File: src/rtl/jtag_tap_slave.sv
`default_nettype none
// +--------------------------------------------------------------------------+
// | jtag_tap_slave: IEEE 1149.1 TAP slave oversampled on clk, with IDCODE,     |
// | user data and bypass data registers.                                      |
// | Revision: 1.0                                                             |
// +--------------------------------------------------------------------------+
module jtag_tap_slave #(
  parameter int                       INSTR_LENGTH = 5,
  parameter int                       DATA_LENGTH  = 256,
  parameter logic [31:0]              IDCODE_VAL   = 32'h1000_0B5D,
  parameter logic [INSTR_LENGTH-1:0]  IDCODE_INST  = 5'h11,
  parameter logic [INSTR_LENGTH-1:0]  DATA_INST    = 5'h12,
  parameter logic [INSTR_LENGTH-1:0]  BYPASS_INST  = 5'h1F
) (
  input  logic                    clk,
  input  logic                    rst,
  input  logic                    tck,
  input  logic                    tms,
  input  logic                    tdi,
  output logic                    tdo,
  output logic                    tdo_en,
  input  logic [DATA_LENGTH-1:0]  data_in,
  output logic [DATA_LENGTH-1:0]  data_out,
  output logic                    data_update,
  output logic [INSTR_LENGTH-1:0] ir_out,
  output logic [3:0]              tap_state
);

  typedef enum logic [3:0] {
    S_TLR     = 4'hF,
    S_RTI     = 4'hC,
    S_SEL_DR  = 4'h7,
    S_CAP_DR  = 4'h6,
    S_SH_DR   = 4'h2,
    S_EX1_DR  = 4'h1,
    S_PAU_DR  = 4'h3,
    S_EX2_DR  = 4'h0,
    S_UPD_DR  = 4'h5,
    S_SEL_IR  = 4'h4,
    S_CAP_IR  = 4'hE,
    S_SH_IR   = 4'hA,
    S_EX1_IR  = 4'h9,
    S_PAU_IR  = 4'hB,
    S_EX2_IR  = 4'h8,
    S_UPD_IR  = 4'hD
  } tap_state_t;

  localparam logic [INSTR_LENGTH-1:0] c_ir_capture = INSTR_LENGTH'(1);

  tap_state_t r_state;
  tap_state_t w_state_nxt;

  logic [1:0] r_tck_sync;
  logic [1:0] r_tms_sync;
  logic [1:0] r_tdi_sync;
  logic       r_tck_prev;

  logic w_tck_rise;
  logic w_tck_fall;
  logic w_tms;
  logic w_tdi;

  logic [INSTR_LENGTH-1:0] r_ir_sr;
  logic [INSTR_LENGTH-1:0] r_ir;
  logic [31:0]             r_id_sr;
  logic [DATA_LENGTH-1:0]  r_data_sr;
  logic                    r_byp_sr;
  logic [DATA_LENGTH-1:0]  r_data_out;
  logic                    r_data_update;
  logic                    r_tdo;
  logic                    r_tdo_en;

  logic w_sel_id;
  logic w_sel_data;
  logic w_sel_byp;
  logic w_dr_lsb;

  // Pin synchronizers; edges are seen as a change of the synchronized tck.
  always_ff @(posedge clk) begin
    if (rst) begin
      r_tck_sync <= 2'b00;
      r_tms_sync <= 2'b00;
      r_tdi_sync <= 2'b00;
      r_tck_prev <= 1'b0;
    end else begin
      r_tck_sync <= {r_tck_sync[0], tck};
      r_tms_sync <= {r_tms_sync[0], tms};
      r_tdi_sync <= {r_tdi_sync[0], tdi};
      r_tck_prev <= r_tck_sync[1];
    end
  end

  assign w_tck_rise = r_tck_sync[1] & ~r_tck_prev;
  assign w_tck_fall = ~r_tck_sync[1] & r_tck_prev;
  assign w_tms      = r_tms_sync[1];
  assign w_tdi      = r_tdi_sync[1];

  always_ff @(posedge clk) begin
    if (rst) begin
      r_state <= S_TLR;
    end else if (w_tck_rise) begin
      r_state <= w_state_nxt;
    end
  end

  always_comb begin
    w_state_nxt = r_state;
    case (r_state)
      S_TLR:    w_state_nxt = w_tms ? S_TLR    : S_RTI;
      S_RTI:    w_state_nxt = w_tms ? S_SEL_DR : S_RTI;
      S_SEL_DR: w_state_nxt = w_tms ? S_SEL_IR : S_CAP_DR;
      S_CAP_DR: w_state_nxt = w_tms ? S_EX1_DR : S_SH_DR;
      S_SH_DR:  w_state_nxt = w_tms ? S_EX1_DR : S_SH_DR;
      S_EX1_DR: w_state_nxt = w_tms ? S_UPD_DR : S_PAU_DR;
      S_PAU_DR: w_state_nxt = w_tms ? S_EX2_DR : S_PAU_DR;
      S_EX2_DR: w_state_nxt = w_tms ? S_UPD_DR : S_SH_DR;
      S_UPD_DR: w_state_nxt = w_tms ? S_SEL_DR : S_RTI;
      S_SEL_IR: w_state_nxt = w_tms ? S_TLR    : S_CAP_IR;
      S_CAP_IR: w_state_nxt = w_tms ? S_EX1_IR : S_SH_IR;
      S_SH_IR:  w_state_nxt = w_tms ? S_EX1_IR : S_SH_IR;
      S_EX1_IR: w_state_nxt = w_tms ? S_UPD_IR : S_PAU_IR;
      S_PAU_IR: w_state_nxt = w_tms ? S_EX2_IR : S_PAU_IR;
      S_EX2_IR: w_state_nxt = w_tms ? S_UPD_IR : S_SH_IR;
      S_UPD_IR: w_state_nxt = w_tms ? S_SEL_DR : S_RTI;
      default:  w_state_nxt = S_TLR;
    endcase
  end

  // Unknown instructions fall back to bypass, as does the explicit code.
  assign w_sel_id   = (r_ir == IDCODE_INST);
  assign w_sel_data = (r_ir == DATA_INST);
  assign w_sel_byp  = (r_ir == BYPASS_INST) || !(w_sel_id || w_sel_data);

  always_comb begin
    w_dr_lsb = r_byp_sr;
    if (w_sel_id) begin
      w_dr_lsb = r_id_sr[0];
    end else if (w_sel_data) begin
      w_dr_lsb = r_data_sr[0];
    end
  end

  // Actions are keyed on the state held before the tck rising edge.
  always_ff @(posedge clk) begin
    if (rst) begin
      r_ir_sr       <= '0;
      r_ir          <= IDCODE_INST;
      r_id_sr       <= '0;
      r_data_sr     <= '0;
      r_byp_sr      <= 1'b0;
      r_data_out    <= '0;
      r_data_update <= 1'b0;
    end else begin
      r_data_update <= 1'b0;
      if (w_tck_rise) begin
        case (r_state)
          S_CAP_IR: r_ir_sr <= c_ir_capture;
          S_SH_IR:  r_ir_sr <= {w_tdi, r_ir_sr[INSTR_LENGTH-1:1]};
          S_UPD_IR: r_ir    <= r_ir_sr;
          S_CAP_DR: begin
            if (w_sel_id) begin
              r_id_sr <= IDCODE_VAL;
            end else if (w_sel_data) begin
              r_data_sr <= data_in;
            end else if (w_sel_byp) begin
              r_byp_sr <= 1'b0;
            end
          end
          S_SH_DR: begin
            if (w_sel_id) begin
              r_id_sr <= {w_tdi, r_id_sr[31:1]};
            end else if (w_sel_data) begin
              r_data_sr <= {w_tdi, r_data_sr[DATA_LENGTH-1:1]};
            end else if (w_sel_byp) begin
              r_byp_sr <= w_tdi;
            end
          end
          S_UPD_DR: begin
            if (w_sel_data) begin
              r_data_out    <= r_data_sr;
              r_data_update <= 1'b1;
            end
          end
          default: ;
        endcase
        if (w_state_nxt == S_TLR) begin
          r_ir <= IDCODE_INST;
        end
      end
    end
  end

  // tdo changes on the falling edge so the master sees it stable at rise.
  always_ff @(posedge clk) begin
    if (rst) begin
      r_tdo    <= 1'b0;
      r_tdo_en <= 1'b0;
    end else if (w_tck_fall) begin
      if (r_state == S_SH_IR) begin
        r_tdo <= r_ir_sr[0];
      end else if (r_state == S_SH_DR) begin
        r_tdo <= w_dr_lsb;
      end
      r_tdo_en <= (r_state == S_SH_IR) || (r_state == S_SH_DR);
    end
  end

  assign tdo         = r_tdo;
  assign tdo_en      = r_tdo_en;
  assign data_out    = r_data_out;
  assign data_update = r_data_update;
  assign ir_out      = r_ir;
  assign tap_state   = r_state;

endmodule
`default_nettype wire

File: config.mk
export PLATFORM = sky130hd
export DESIGN_NAME = jtag_tap_slave
export DESIGN_NICKNAME = d
export VERILOG_FILES = /design/src/rtl/jtag_tap_slave.sv
export SDC_FILE = /design/constraint.sdc
export NUM_CORES = 1
export LEC_CHECK = 0
export ABC_CLOCK_PERIOD_IN_PS = 2300
export CAP_MARGIN = 30
export CORE_MARGIN = 10
export CORE_UTILIZATION = 50
export DETAILED_ROUTE_END_ITERATION = 6
export HOLD_SLACK_MARGIN = 0.06
export PLACE_DENSITY = 0.93
export SLEW_MARGIN = 15
export SYNTH_ARGS = -nofsm -noshare
export SYNTH_HDL_FRONTEND = slang
export SYNTH_SLANG_ARGS = --single-unit
export TNS_END_PERCENT = 5
File: constraint.sdc
create_clock -name clk -period 2.3 [get_ports clk]
set_input_delay 0.575 -clock clk [delete_from_list [all_inputs] [get_ports clk]]
set_output_delay 0.575 -clock clk [all_outputs]
set_load 0.005 [all_outputs]
==> results.cfg <==
[sta]
maxSlewHeadroom = 0.495
clock.fmax_mhz = 429
worst-slew-pin-transition_ns = 0.757
finalMaxSlewViolations = 0
fin_skew_ns = 0.0173
rsz0062_at_grt = yes
worst_slack_ns = -0.0305
hold_viol = 0
fin_crit_ns = 2.33
setup_viol = 8
period_share = 1.01

[synth]
avgSynthCellArea_um2 = 7.76
yosys_register_bits = 569
synth_top_area_frac = 0.523
synth.most_common_cell = nand2_1
syn_inst = 2805
synth_area_leaders = dfxtp_1 52%, nand2_1 18%, a311oi_1 10%
synth_seq_area_share = 0.523
synth_edf_count = 0
ys.flop_type = dfxtp_1
synth.yosys.warnings = 0
synth_commonest_cells = 1059 x nand2_1, 569 x dfxtp_1, 288 x a21oi_1
synth_cell_types = 37
async_flop_share = 0
syn-num-nets = 3066
synth.cell_area_mm2 = 0.0218
synth_top_area_cell = dfxtp_1

[floorplanning]
dieHeight_um = 229
io_pins = 529
dieArea_mm2 = 0.0523
initial_core_util = 0.505
die_w_um = 229
core_mm2 = 0.0431
num_rows = 76

[critical_path]
regToRegStartpoint = ir_out[4]$_SDFFE_PP1P_
cp_cell_sequence = or3b_4 -> or4_4 -> buf_12 -> nand2_1 -> a21oi_1
cp_slowest_stage_delay_ns = 0.60
worst-r2r-cell-count = 5
reg2reg_setup_slack_ns = -0.03
path_buf_inv = 1
path_class = register to register
critPathSlowestCell = or4_4
crit_required_ns = 2.75
r2r_end = data_out[125]$_SDFFE_PP0P_
cp-start-kind = register
cp_max_fo = 132
critical_path.top_delay_family = simple AND/OR/NAND/NOR gates
cp-end-kind = register
crit_arrival_ns = 2.78

[cells_and_area]
fillers = 2880
area.growth.synth_to_final_pct = 38.2
layout-drive-gt1-share = 0.0635
finish.utilization = 0.698
layout.nets = 3506

[min_path]
worstHoldPathCells = 2
min_to = data_out[208]$_SDFFE_PP0P_
hold_class = primary input to register
min_from = rst

[power]
power_frac_clock = 0.474
p_sw_frac = 0.213
leakage_nw = 10.2
p_int_mw = 16.1
seqPwrFrac = 0.483
p_comb_frac = 0.042
ir_drop_mv = 0.627
p_sw_mw = 4.35
power_density_mw_per_mm2 = 679

[placed_design]
dp_hpwl_mm = 51.7
port_buffers = 528
preCtsSetupSlack_ns = 0.0885
gp_congestion = 0.896

[clock_tree]
cts_hold_buf = 0
cts-htree-levels = 2
tritoncts = built
path_clk_slew_ns = 0.06
cts_root_buf = clkbuf_16
clock_path_buffers = 3
cts_made_buffers = 55
cts.sinks = 569
clk_latency_ns = 0.61

[global_routing]
grtUsageTotal = 0.280
grt_max_degree = 133
grt-ovfl-total = 0
grt_antenna_before_repair = 11
grt_pass1_wl_mm = 120
grt_pass1_vias = 21533

[detailed_routing]
drtAntennaViolNets = 0
wl_per_cell_um = 20.4
drt_iter0_drc = 3118
drc = 0
dr.pass1.iters = 7
viasPerCell = 5.90
totalWireLength_mm = 79.3
vias = 22884

[outcome]
status = finished with violations
failed_checks = negative setup slack

[flow_run]
maxCapViolations = 0
## area by class of cell
class | count | area, um^2 | area share
multi-input combinational | 1985 | 9430 | 0.314
clock inverter | 26 | 352 | 0.0117
inverter | 3 | 11.3 | 0.000374
tap | 585 | 732 | 0.0243
clock buffer | 75 | 1580 | 0.0527
sequential | 569 | 11400 | 0.379
antenna | 7 | 17.5 | 0.000582
timing repair buffer | 631 | 6550 | 0.218
## flip-flops by register name, indices dropped and copies added, names as in the netlist
| signal | flops |
|---|---|
| data_out | 256 |
| r_data_sr | 256 |
| r_id_sr | 32 |
| ir_out | 5 |
| r_ir_sr | 5 |
| tap_state | 4 |
| r_tck_sync | 2 |
| r_tdi_sync | 2 |
| r_tms_sync | 2 |
| data_update | 1 |
| r_byp_sr | 1 |
| r_tck_prev | 1 |
| tdo | 1 |
| tdo_en | 1 |
## how the worst max path moves through the flow
| stage | startpoint | endpoint | slack (ns) | depth (start not counted) |
|---|---|---|---|---|
| 2_1_floorplan | ir_out[4]$_SDFFE_PP1P_ | data_out[216]$_SDFFE_PP0P_ | 0.21 | 7 |
| 3_3_place_gp | ir_out[4]$_SDFFE_PP1P_ | data_out[3]$_SDFFE_PP0P_ | 0.10 | 6 |
| 3_5_place_dp | ir_out[2]$_SDFFE_PP0P_ | data_out[251]$_SDFFE_PP0P_ | 0.09 | 6 |
| 4_1_cts | ir_out[2]$_SDFFE_PP0P_ | data_out[251]$_SDFFE_PP0P_ | -0.0006 | 6 |
| 5_1_grt | ir_out[4]$_SDFFE_PP1P_ | r_data_sr[174]$_SDFFE_PP0P_ | -0.07 | 6 |
| 6_report | ir_out[4]$_SDFFE_PP1P_ | data_out[125]$_SDFFE_PP0P_ | -0.03 | 5 |
## cell families after synthesis
logic type             synth area share
AO/OA/AOI/OAI                     0.174
XOR/XNOR                       0.000403
buffers and inverters            0.0460
flip-flops                        0.523
multiplexers                    0.00138
AND/OR/NAND/NOR                   0.255
## stage by stage
stage	cell area (um^2)	instances	power [mW]	hold slack [ns]	TNS [ns]
finish	30100	3881	20.4	0.433	-0.0926
global route	30100	3880	20.9	0.454	-1.28
CTS	29900	3870	20.4	0.423	-0.000563
detailed placement	28000	3769	10.9	0.427	0
global placement	28000	3769	10.9	0.417	0
floorplan	21800	2805	10.4	0.414	0
## repair_timing
action / 4_1_cts / 5_1_grt
cloned: 0 / 2
endpoints found under the setup margin: 2 / 206
gates resized for setup: 2 / 18
setup buffers: 0 / 2
pin swaps: 0 / 10
## metal layers
layer  track usage  vias up  part of all wire
met5             0        -           0.00077
met1         0.321    10763              0.36
met2         0.462     1441              0.47
li1              -    10356                 -
met3        0.0905      314              0.12
met4         0.144       10             0.055
## power groups by stage
stage | Sequential [mW] | Combinational (mW) | Clock [mW]
finish | 9.87 | 0.868 | 9.69
CTS | 9.87 | 0.850 | 9.73
detailed placement | 10.1 | 0.833 | 0
floorplan | 10.1 | 0.261 | 0
global route | 9.87 | 0.916 | 10.1
global placement | 10.1 | 0.833 | 0
## worst reg2reg max path, delay by kind of cell, from the launching register on
| family | cells | cell delay (ns) |
|---|---|---|
| and+or+nand+nor | 3 | 1.50 |
| DFF | 1 | 0.38 |
| AOI/OAI and AO/OA | 1 | 0.10 |
| buffers and inverters | 1 | 0.21 |
## cell usage in the layout, fill, tap and decap left out, drive strengths merged, types with 2 or more instances in the layout
cell and n:
o21ai 6, or3b 2, clkinv 14, a22o 3
mux2i 3, nor4 2, diode 7, nor3b 3
nor2 273, clkinvlp 3, clkdlybuf4s50 527, nor3 21
a311oi 257, nand2b 7, nand2 1059, bufinv 8
nand3b 4, a31oi 2, buf 103, nor2b 12
clkbuf 76, a21oi 288, inv 4, dfxtp 569
nand3 28
(Power assumes the default switching activity.)
